File: src/rtl/fp_convert_ctrl.sv
// Sequenced two's-complement to (sign, E, F) floating-point converter with
// valid/ready on both sides: sign-magnitude, bit-serial normalise, round.
module fp_convert_ctrl #(
  parameter int IN_W    = 12,
  parameter int EXP_MAX = 7
) (
  input  logic            clk,
  input  logic            rst,
  input  logic            in_valid,
  output logic            in_ready,
  input  logic [IN_W-1:0] twos,
  output logic            out_valid,
  input  logic            out_ready,
  output logic            sign,
  output logic [2:0]      exp,
  output logic [3:0]      sig,
  output logic            sat,
  output logic [7:0]      conv_count
);

  typedef enum logic [2:0] {
    S_IDLE,
    S_MAG,
    S_NORM,
    S_ROUND,
    S_DONE
  } state_t;

  state_t          r_state;
  state_t          w_next;

  logic [IN_W-1:0] r_twos;
  logic [IN_W-1:0] r_sh;
  logic [3:0]      r_e;
  logic            r_sign_i;
  logic            r_sat_i;

  logic            r_sign;
  logic [2:0]      r_exp;
  logic [3:0]      r_sig;
  logic            r_sat;
  logic [7:0]      r_cnt;

  logic            w_min;
  logic [IN_W-1:0] w_mag;
  logic            w_norm_done;
  logic [3:0]      w_f;
  logic            w_r;
  logic [3:0]      w_sig_n;
  logic [2:0]      w_exp_n;
  logic            w_sat_n;

  // The most negative input has no positive twin; clamp its magnitude.
  always_comb begin
    w_min = (r_twos == {1'b1, {(IN_W-1){1'b0}}});
    if (w_min)
      w_mag = {1'b0, {(IN_W-1){1'b1}}};
    else if (r_twos[IN_W-1])
      w_mag = -r_twos;
    else
      w_mag = r_twos;
  end

  assign w_norm_done = r_sh[IN_W-1] | (r_e == '0);
  assign w_f         = r_sh[IN_W-1 -: 4];
  assign w_r         = r_sh[IN_W-5];

  // Round half-up; a carry out of F renormalises, unless E is already at max.
  always_comb begin
    w_sig_n = w_f;
    w_exp_n = r_e[2:0];
    w_sat_n = r_sat_i;
    if (w_r && (&w_f) && (r_e == 4'(EXP_MAX))) begin
      w_sig_n = 4'hF;
      w_sat_n = 1'b1;
    end else if (w_r && (&w_f)) begin
      w_sig_n = 4'b1000;
      w_exp_n = r_e[2:0] + 3'd1;
    end else begin
      w_sig_n = w_f + {3'b000, w_r};
    end
  end

  always_ff @(posedge clk or posedge rst) begin
    if (rst) r_state <= S_IDLE;
    else     r_state <= w_next;
  end

  always_comb begin
    w_next = r_state;
    case (r_state)
      S_IDLE:  if (in_valid) w_next = S_MAG;
      S_MAG:   w_next = S_NORM;
      S_NORM:  if (w_norm_done) w_next = S_ROUND;
      S_ROUND: w_next = S_DONE;
      S_DONE:  if (out_ready) w_next = S_IDLE;
      default: w_next = S_IDLE;
    endcase
  end

  always_comb begin
    in_ready  = (r_state == S_IDLE);
    out_valid = (r_state == S_DONE);
  end

  always_ff @(posedge clk or posedge rst) begin
    if (rst) begin
      r_twos   <= '0;
      r_sh     <= '0;
      r_e      <= '0;
      r_sign_i <= 1'b0;
      r_sat_i  <= 1'b0;
      r_sign   <= 1'b0;
      r_exp    <= '0;
      r_sig    <= '0;
      r_sat    <= 1'b0;
      r_cnt    <= '0;
    end else begin
      case (r_state)
        S_IDLE: if (in_valid) r_twos <= twos;
        S_MAG: begin
          r_sign_i <= r_twos[IN_W-1];
          r_sat_i  <= w_min;
          r_sh     <= w_mag;
          r_e      <= 4'd8;
        end
        S_NORM: if (!w_norm_done) begin
          r_sh <= {r_sh[IN_W-2:0], 1'b0};
          r_e  <= r_e - 4'd1;
        end
        S_ROUND: begin
          r_sign <= r_sign_i;
          r_exp  <= w_exp_n;
          r_sig  <= w_sig_n;
          r_sat  <= w_sat_n;
          r_cnt  <= r_cnt + 8'd1;
        end
        default: ;
      endcase
    end
  end

  assign sign       = r_sign;
  assign exp        = r_exp;
  assign sig        = r_sig;
  assign sat        = r_sat;
  assign conv_count = r_cnt;

endmodule

File: config.mk
export PLATFORM = sky130hd
export DESIGN_NAME = fp_convert_ctrl
export DESIGN_NICKNAME = d
export VERILOG_FILES = /design/src/rtl/fp_convert_ctrl.sv
export SDC_FILE = /design/constraint.sdc
export NUM_CORES = 1
export LEC_CHECK = 0
export ABC_CLOCK_PERIOD_IN_PS = 1700
export BUFFER_PORTS_ARGS = -buffer_cell sky130_fd_sc_hd__buf_4
export CELL_PAD_IN_SITES_DETAIL_PLACEMENT = 0
export CELL_PAD_IN_SITES_GLOBAL_PLACEMENT = 1
export CORE_MARGIN = 1.5
export CORE_UTILIZATION = 40
export CTS_CLUSTER_SIZE = 24
export DETAILED_ROUTE_END_ITERATION = 10
export MAX_ROUTING_LAYER = met4
export PLACE_DENSITY = 0.79
export SYNTH_ARGS = -nofsm -noshare
export SYNTH_HDL_FRONTEND = slang
export SYNTH_SLANG_ARGS = --single-unit
File: constraint.sdc
create_clock -name clk -period 1.7 [get_ports clk]
set_input_delay 0.34 -clock clk [delete_from_list [all_inputs] [get_ports clk]]
set_output_delay 0.34 -clock clk [all_outputs]
set_load 0.03 [all_outputs]
== Word-level counts from Yosys, hierarchy flattened ==
Cells that the tools add are included.
Word-level totals
  flip-flop bits (word level): 50
Cells by class
  add/sub/neg operators: 5
  equal/unequal tests: 10
  muxes and demuxes: 15
  bitwise operators: 1
  reductions and logical operators: 9
Operators by type and width (number)
  12-bit two-way mux: 3
  12-bit one-hot mux with 2 select lines: 1
  3-bit two-way mux: 5
  3-bit one-hot mux with 5 select lines: 1
  12-bit equality test (second input constant): 1
  4-bit two-way mux: 3
  12-bit negator: 1
  8-bit by 1-bit adder with 8-bit output (second input constant): 1
  4-bit one-hot mux with 2 select lines: 1
  3-bit by 2-bit equality test with 1-bit output (second input constant): 2
  2-bit != test (second input constant): 3
  4-bit by 1-bit adder with 4-bit output: 1
  4-bit by 3-bit equality test with 1-bit output (second input constant): 1
  4-bit logical NOT: 1
  2-bit AND reduction: 2
  4-bit AND reduction: 1
  4-bit by 1-bit subtractor with 4-bit output (second input constant): 1
  3-bit by 1-bit adder with 3-bit output (second input constant): 1
  3-bit by 1-bit equality test with 1-bit output (second input constant): 1
  3-bit equality test (second input constant): 1
  3-bit logical NOT: 1
  3-bit AND reduction: 1
  1-bit logical AND: 2
  2-bit by 1-bit != test with 1-bit output (second input constant): 1
  other kinds (3): 3

== Longest topological paths before layout ==
Gate-level depths: netlist of the first run.
  word-level depth: 4
  mapped depth: 8

== Least setup slack after synthesis of the first run ==
Ideal clock, no wire load.
  kind: register -> register
  start: reg r_state[1]
  end: reg r_twos[10]
  arrival time: 2.193 ns
  path slack: -0.618 ns
  stages on the path, launching flop included: 7
  period minus slack after synthesis: 2.318 ns
  path through: dfrtp_1 > buf_2 > nor3_1 > and2_1 > clkbuf_1 > buf_2 > mux2_2
On the way
  word-level cells in the longest chain between the ends: 2
Ends and longest elaborated chain
  start: declaration: RTL line 29  | state_t r_state;
  start signal: assignment: RTL line 86  | else r_state <= w_next;
  3-bit logical NOT
  net in_ready: RTL line 10  | output logic in_ready,
  2-bit AND reduction (no line)
  end signal: assignment: RTL line 120  | S_IDLE: if (in_valid) r_twos <= twos;
  end: declaration: RTL line 32  | logic [IN_W-1:0] r_twos;
The timed path passes the listed nets, and every way through them passes these cells.
A chain may end at the register's enable or synchronous reset.

== Final worst setup path of the first run ==
  start: reg r_twos[0]
  end: reg r_sh[11]
On the way
  word-level cells in the longest chain between the ends: 4
  elaborated cells on any way between the ends: 5
  classes of those cells: add/sub: 1; eq/ne: 1; mux: 3
Ends and longest elaborated chain
  12-bit negator: RTL line 59  | w_mag = -r_twos;
  12-bit two-way mux: RTL line 58  | else if (r_twos[IN_W-1])
  12-bit two-way mux (*): RTL line 56  | if (w_min)
  12-bit one-hot mux with 2 select lines (*): RTL line 119  | case (r_state)
  end signal: assignment: RTL line 124  | r_sh <= w_mag;
  end signal: assignment: RTL line 128  | r_sh <= {r_sh[IN_W-2:0], 1'b0};
  end: declaration: RTL line 33  | logic [IN_W-1:0] r_sh;
Every way passes the cells marked *; elsewhere a longest branch is shown, timed or not.

==> results of run 1 <==
through the flow:
stage	setup slack, ps	std cells	hold slack, ps	util, %
3_5_place_dp	-123	396	370	51.1
5_1_grt	-198	412	37.8	56.2
3_3_place_gp	-83.0	396	358	51.1
4_1_cts	-82.8	406	26.5	53.6
6_report	-122	412	12.1	56.2
2_1_floorplan	-48.1	262	439	-
kinds of logic (layout without fill, tap and decap cells):
group	after synthesis	count (layout)	synth area share [%]
buf+inv	17	90	2.90
flops	50	50	48.3
mux	12	12	5.12
compound gates	60	60	14.7
fa+ha+maj	7	7	3.38
simple gates	100	100	20.2
xor+xnor	16	16	5.41
registers in the layout, summed over array words and instances, names as in the netlist:
register	flops
r_sh	12
r_twos	12
conv_count	8
r_e	4
sig	4
exp	3
r_state	3
r_sat_i	1
r_sign_i	1
sat	1
sign	1
critical path: stages, from the launching register on:
cell and delay [ps]:
dfrtp_1 410, or4_4 590, or3_4 380, nor4_4 260
a221o_1 130
power by group through the flow:
stage / Clock (mW) / Sequential (mW) / Combinational, mW
after floorplan: 0 / 2.40 / 2.19
after global placement: 0 / 2.11 / 3.78
after detailed placement: 0 / 2.14 / 3.82
after CTS: 0.780 / 2.12 / 3.95
after global routing: 0.817 / 2.20 / 4.78
final: 0.756 / 2.12 / 4.34
cell usage after synthesis, types with 2 or more instances:
cell type	count	area (µm²)
a211oi_1	3	22.5
a21o_1	2	15.0
a21oi_1	10	50.1
a31oi_1	2	12.5
and2_1	2	12.5
and3_1	3	18.8
buf_2	3	15.0
clkbuf_1	7	26.3
dfrtp_1	50	1250
ha_1	7	87.6
inv_1	6	22.5
mux2_2	10	113
mux2i_1	2	20.0
nand2_1	44	165
nand3_1	3	15.0
nand3b_1	2	15.0
nand4_1	2	12.5
nor2_1	18	67.6
nor3_1	2	10.0
nor3b_1	6	45.0
nor4_1	2	12.5
o211ai_1	2	15.0
o21a_1	2	15.0
o21ai_0	22	110
o21ai_1	2	10.0
o22ai_1	4	25.0
or3_1	4	25.0
xnor2_1	10	87.6
xor2_1	6	52.6
cell type report:
class / instances / area, µm² / share of cell area (%)
inverter: 6 / 22.5 / 0.635
multi-input combinational: 195 / 1450 / 41.0
sequential: 50 / 1250 / 35.3
clock buffer: 6 / 82.6 / 2.33
clock inverter: 2 / 17.5 / 0.494
tap: 77 / 96.3 / 2.72
timing repair buffer: 76 / 623 / 17.6
layer usage:
metal	vias to the layer above	wire length (µm)	global-route usage [%]
li1	1080	-	-
met1	1023	2720	23.3
met3	9	190	3.36
met5	-	0	-
met4	0	99	6.11
met2	40	2880	29.2
timing repair:
action	in CTS	in global routing
pin swaps	4	11
endpoints found under the setup margin	15	15
gates resized for setup	11	26
buffers inserted	2	6
worst paths after layout:
check	from	end	slack (ps)	depth (start not counted)
max	r_twos[0]	r_sh[11]	-120	4
min	rst	conv_count[7]	10	2
max reg2reg	r_twos[0]	r_sh[11]	-120	4
min reg2reg	conv_count[7]	conv_count[7]	470	1
max in group asynchronous	rst	r_sh[1]	1180	3
min in group clk	twos[1]	r_twos[1]	240	3
==> results.sh, run 1 <==
export IMPL_placed_area_um2=3230
export IMPL_rsz0062_at_grt="true"
export IMPL_io_pins=35
export IMPL_p_seq_share_pct=29.4
export IMPL_synth_ff_type="dfrtp_1"
export IMPL_htreeDepth=2
export IMPL_min_period_ps=1820
export IMPL_insertion_delay_ps=310
export IMPL_ant_nets=0
export IMPL_ys_async_sr_fraction_pct=100
export IMPL_totalNegativeSetupSlack_ps=-471
export IMPL_initial_core_util_pct=41.0
export IMPL_path_max_fanout=4
export IMPL_netlist_instances=262
export IMPL_via_per_inst=5.22
export IMPL_die_area_um2=6970
export IMPL_finalSetupViolCount=9
export IMPL_cts_root_buf="clkbuf_8"
export IMPL_io_buffers=34
export IMPL_p_int_mw=4.13
export IMPL_syn_avg_cell_area_um2=9.89
export IMPL_ys_warn_count=0
export IMPL_drive_gt1_share_pct=39.4
export IMPL_syn_area_um2=2590
export IMPL_path_class="reg2reg"
export IMPL_antenna_found_initial=0
export IMPL_hold_path_class="in2async"
export IMPL_drv_slew=0
export IMPL_grt_overflow=0
export IMPL_cts_sinks=50
export IMPL_crit_path_start_kind="flop"
export IMPL_ctsHoldBuffers=0
export IMPL_drc=0
export IMPL_design_area_um2=3550
export IMPL_cts_tree="yes"
export IMPL_tightest_slew_ps=531
export IMPL_routed_wl_um=5890
export IMPL_fillers=589
export IMPL_yosysSeqAreaShare_pct=48.3
export IMPL_cp_required_ps=1950
export IMPL_grt_max_degree=34
export IMPL_die_h_um=83.5
export IMPL_total_power_mw=7.22
export IMPL_switching_share_pct=42.8
export IMPL_power_switching_mw=3.09
export IMPL_grt_pass1_wl_um=10000
export IMPL_nets=357
export IMPL_groute_usage_overall_pct=18.1
export IMPL_firstDrtPassIters=4
export IMPL_power_frac_comb_pct=60.2
export IMPL_finClkSkew_ps=10.5
export IMPL_max_freq_ghz=0.549
export IMPL_final_cell_mix="69 x buf_4, 49 x dfrtp_1, 41 x nand2_1"
export IMPL_clk_pin_slew_ps=100
export IMPL_synth_edf_count=0
export IMPL_diodes=0
export IMPL_grt_pass1_vias=2147
export IMPL_syn_to_final_growth_pct=36.9
export IMPL_rows=29
export IMPL_finalHoldViolations=0
export IMPL_clock_path_buffers=2
export IMPL_cp_end_kind="flop"
export IMPL_run_status="complete, but fails checks"
export IMPL_post_drt_wl_per_cell_um=14.3
export IMPL_violations="negative setup slack"
export IMPL_drt_first_iter_violations=109
export IMPL_pwr_share_clk_pct=10.5
export IMPL_yosys_register_bits=50
export IMPL_power_density_nw_per_um2=2030
export IMPL_coreArea_um2=6310
export IMPL_min_period_over_period_pct=107
export IMPL_cp_arrival_ps=2070
export IMPL_die_w_um=83.5
export IMPL_leakagePower_nw=1.61
export IMPL_mostFrequentLayoutCell="buf_4"
export IMPL_dp_hpwl_um=4260
export IMPL_syn_nets=285
export IMPL_max_cap_violations=0
export IMPL_ir_drop_uv=999
export IMPL_globalplace_congestion=0.799
export IMPL_vias=2152
export IMPL_ys_types=53
export IMPL_setup_ws_ps=-122
export IMPL_cts_buffers=5
export IMPL_slew_headroom_pct=64.5
No activity file was read; power rests on OpenSTA's default activity.
==> run 2: changes to the inputs <==
--- a/config.mk
+++ b/config.mk
@@ -15,6 +15,7 @@
 export DETAILED_ROUTE_END_ITERATION = 10
 export MAX_ROUTING_LAYER = met4
 export PLACE_DENSITY = 0.79
+export RECOVER_POWER = 50
 export SYNTH_ARGS = -nofsm -noshare
 export SYNTH_HDL_FRONTEND = slang
 export SYNTH_SLANG_ARGS = --single-unit
==> results.sh, run 2 (synthesized netlist as in run 1, its figures left out) <==
export IMPL_run_status="complete, but fails checks"
export IMPL_violations="negative setup slack"
export IMPL_mostFrequentLayoutCell="buf_4"
export IMPL_fillers=590
export IMPL_power_density_nw_per_um2=2040
export IMPL_cts_root_buf="clkbuf_8"
export IMPL_cp_required_ps=1950
export IMPL_io_pins=35
export IMPL_path_class="reg2reg"
export IMPL_die_w_um=83.5
export IMPL_io_buffers=34
export IMPL_max_freq_ghz=0.549
export IMPL_htreeDepth=2
export IMPL_grt_pass1_vias=2147
export IMPL_groute_usage_overall_pct=18.1
export IMPL_slew_headroom_pct=45.4
export IMPL_via_per_inst=5.21
export IMPL_grt_overflow=0
export IMPL_dpl_worst_slack_ps=-123
export IMPL_vias=2147
export IMPL_cts_buffers=5
export IMPL_antenna_found_initial=0
export IMPL_clock_path_buffers=2
export IMPL_diodes=0
export IMPL_cts_sinks=50
export IMPL_setup_ws_ps=-122
export IMPL_syn_to_final_growth_pct=36.0
export IMPL_insertion_delay_ps=310
export IMPL_crit_path_start_kind="flop"
export IMPL_initial_core_util_pct=41.0
export IMPL_path_max_fanout=4
export IMPL_ir_drop_uv=993
export IMPL_reg2reg_depth=4
export IMPL_ant_nets=0
export IMPL_rsz0062_at_grt="true"
export IMPL_finalSetupViolCount=9
export IMPL_post_drt_wl_per_cell_um=14.3
export IMPL_rows=29
export IMPL_multi_input_area_um2=1450
export IMPL_die_area_um2=6970
export IMPL_grt_pass1_wl_um=10000
export IMPL_clk_pin_slew_ps=100
export IMPL_globalplace_congestion=0.799
export IMPL_drv_slew=0
export IMPL_routed_wl_um=5890
export IMPL_die_h_um=83.5
export IMPL_drc=0
export IMPL_cp_end_kind="flop"
export IMPL_cp_arrival_ps=2070
export IMPL_totalNegativeSetupSlack_ps=-486
export IMPL_hold_path_class="in2async"
export IMPL_finalHoldViolations=0
export IMPL_tightest_slew_ps=819
export IMPL_max_cap_violations=0
export IMPL_drt_first_iter_violations=100
export IMPL_grt_max_degree=34
export IMPL_drive_gt1_share_pct=38.2
export IMPL_final_cell_mix="66 x buf_4, 49 x dfrtp_1, 42 x nand2_1"
export IMPL_leakagePower_nw=1.60
export IMPL_min_period_over_period_pct=107
export IMPL_nets=357
export IMPL_regArea_um2=1250
export IMPL_firstDrtPassIters=4
export IMPL_cts_tree="yes"
export IMPL_hold_ws_ps=122
export IMPL_min_period_ps=1820
export IMPL_coreArea_um2=6310
export IMPL_finClkSkew_ps=10.9
export IMPL_dp_hpwl_um=4260
[run 2: final timing paths]
check,start,endpoint,slack [ps]
max,r_twos[0],r_sh[11],-120
min in group clk,twos[1],r_twos[1],240
min,rst,conv_count[7],120
max in group asynchronous,rst,r_state[2],300
max reg2reg,r_twos[0],r_sh[11],-120
min reg2reg,conv_count[7],conv_count[7],470
[run 2: report_power, final]
group | total [mW] | switching (mW) | internal (mW)
logic | 4.32 | 2.25 | 2.07
clock network | 0.757 | 0.421 | 0.336
registers | 2.12 | 0.407 | 1.71
[run 2: repair_timing]
item,CTS,global route
gates cloned,0,0
endpoints found under the setup margin,15,15
gates resized for setup,11,26
pin swaps,4,11
hold buffers,0,0
setup buffers,2,6
[run 2: critical path, stage by stage, from the launching register on]
cell	delay, ps
dfrtp_1	410
or4_4	590
or3_4	380
nor4_4	260
a221o_1	130
[run 2: per-layer routing]
metal / routed length, µm / track usage (%) / vias up
met5: 0 / - / -
met2: 2870 / 29.2 / 40
met1: 2720 / 23.3 / 1014
met3: 199 / 3.36 / 9
met4: 99 / 6.11 / 0
li1: - / - / 1084
[run 2: stage by stage]
step	utilization (%)	cell area (µm²)	power (mW)	instances
floorplan	-	2650	4.59	262
global placement	51.1	3230	5.89	396
detailed placement	51.1	3230	5.96	396
CTS	53.6	3380	6.85	406
global route	55.8	3520	7.78	412
finish	55.8	3520	7.20	412
[run 2: cell type report]
type | count | area share [%]
Clock inverter | 2 | 0.497
Sequential cell | 50 | 35.5
Multi-Input combinational cell | 195 | 41.2
Timing Repair Buffer | 76 | 17.0
Tap cell | 77 | 2.73
Inverter | 6 | 0.639
Clock buffer | 6 | 2.34
==> run 3: changes to the inputs <==
==> constraint.sdc (replaced) <==
create_clock -name clk -period 1.7 [get_ports clk]
set_input_delay 0.34 -clock clk [delete_from_list [all_inputs] [get_ports clk]]
set_output_delay 0.34 -clock clk [all_outputs]
set_load 0.1 [all_outputs]
==> results.sh, run 3 (synthesized netlist as in run 1, its figures left out) <==
export IMPL_run_status="complete, but fails checks"
export IMPL_rsz0062_at_grt="true"
export IMPL_grt_overflow=0
export IMPL_htreeDepth=2
export IMPL_cts_buffers=5
export IMPL_routed_wl_um=6080
export IMPL_initial_core_util_pct=41.0
export IMPL_r2r_setup_slack_ps=-70
export IMPL_syn_to_final_growth_pct=39.7
export IMPL_cts_root_buf="clkbuf_8"
export IMPL_dp_hpwl_um=4390
export IMPL_insertion_delay_ps=320
export IMPL_reg2reg_to="r_sh[11]"
export IMPL_io_buffers=34
export IMPL_dpl_worst_slack_ps=-142
export IMPL_cp_required_ps=1920
export IMPL_max_stage_delay_ps=420
export IMPL_path_cells="inv_2 -> ha_4 -> or3b_4 -> nor3_4 -> buf_6 -> nor4_2 -> a221o_1"
export IMPL_die_w_um=83.5
export IMPL_coreArea_um2=6310
export IMPL_path_class="reg2reg"
export IMPL_drv_slew=0
export IMPL_max_freq_ghz=0.565
export IMPL_cp_end_kind="flop"
export IMPL_violations="negative setup slack"
export IMPL_reg2reg_depth=7
export IMPL_finalSetupViolCount=8
export IMPL_tightest_slew_ps=817
export IMPL_diodes=0
export IMPL_final_cell_mix="67 x buf_4, 46 x dfrtp_1, 42 x nand2_1"
export IMPL_vias=2153
export IMPL_finalHoldViolations=0
export IMPL_crit_buf_inv=2
export IMPL_setup_ws_ps=-71.3
export IMPL_drive_gt1_share_pct=40.1
export IMPL_antenna_found_initial=0
export IMPL_crit_path_start_kind="flop"
export IMPL_clk_pin_slew_ps=100
export IMPL_mostFrequentLayoutCell="buf_4"
export IMPL_globalplace_congestion=0.843
export IMPL_io_pins=35
export IMPL_max_cap_violations=0
export IMPL_grt_max_degree=34
export IMPL_totalNegativeSetupSlack_ps=-314
export IMPL_cp_arrival_ps=1990
export IMPL_clock_path_buffers=2
export IMPL_reg2reg_from="r_twos[1]"
export IMPL_slew_headroom_pct=45.5
export IMPL_min_period_ps=1770
export IMPL_firstDrtPassIters=4
export IMPL_placed_area_um2=3260
export IMPL_groute_usage_overall_pct=18.4
export IMPL_cts_sinks=50
export IMPL_via_per_inst=5.20
export IMPL_min_period_over_period_pct=104
export IMPL_post_drt_wl_per_cell_um=14.7
export IMPL_grt_pass1_vias=2060
export IMPL_grt_pass1_wl_um=10100
export IMPL_die_h_um=83.5
export IMPL_ant_nets=0
export IMPL_die_area_um2=6970
export IMPL_crit_family="simple AND/OR/NAND/NOR gates"
export IMPL_design_area_um2=3620
export IMPL_finClkSkew_ps=9.60
export IMPL_rows=29
export IMPL_cts_tree="yes"
export IMPL_path_max_fanout=4
export IMPL_hold_path_class="in2async"
export IMPL_nets=359
export IMPL_hold_ws_ps=96.6
export IMPL_cp_slowest_cell="dfrtp_1"
export IMPL_ctsHoldBuffers=0
export IMPL_drc=0
export IMPL_drt_first_iter_violations=81
-- run 3: cell count changes in the layout (fill, tap and decap cells not counted), moves of 2 or more --
cell	change
mux2_2	-6
mux2_4	+6
dfrtp_1	-3
dfrtp_2	+3
buf_12	+2
clkbuf_1	-2
clkinv_4	-2
clkinvlp_4	+2
-- run 3: area by class of cell --
class                   count  area [µm²]
flip-flops and latches     50        1260
inverters                   6        22.5
clock inverters             3        45.0
clock buffers               5        68.8
fillers                   577        2690
multi-input cells         195        1470
well taps                  77        96.3
repair buffers             78         666
-- run 3: worst max path at each step --
stage	startpoint	to	slack [ps]	depth (start not counted)
2_1_floorplan	r_state[1]	r_twos[10]	-540	6
3_3_place_gp	r_twos[1]	r_sh[6]	-90	7
3_5_place_dp	r_twos[1]	r_sh[6]	-140	7
4_1_cts	r_twos[1]	r_sh[6]	-60	7
5_1_grt	r_twos[1]	r_sh[6]	-150	7
6_report	r_twos[1]	r_sh[11]	-70	7
-- run 3: worst register-to-register path: cells and delay by family, from the launching register on --
kind                       cells  cell delay (ps)
and+or+nand+nor                3              630
DFF                            1              420
buffers and inverters          2              250
AOI/OAI and AO/OA              1              250
adders and majority gates      1              130
-- run 3: per-stage QoR --
step           util [%]  std cells
6_report           57.4        414
5_1_grt            57.4        414
3_3_place_gp       51.6        396
3_5_place_dp       51.6        396
4_1_cts            54.8        407
2_1_floorplan         -        262
-- run 3: per-layer routing --
layer  GRT usage (%)  share of wire (%)
met2            29.6                 50
met5               -                  0
met3            3.26                3.5
met4            6.26                1.6
met1            23.7                 45
-- run 3: what timing repair did --
| item | 4_1_cts | 5_1_grt |
|---|---|---|
| resized for setup | 12 | 27 |
| buffers inserted | 3 | 6 |
| pin swaps | 7 | 11 |
| setup endpoints to repair | 15 | 18 |
| cloned | 0 | 1 |
Power of run 3 is left out: the tool's default activity adds up to more than one toggle a clock period on the data nets, which glitch-free logic cannot reach.
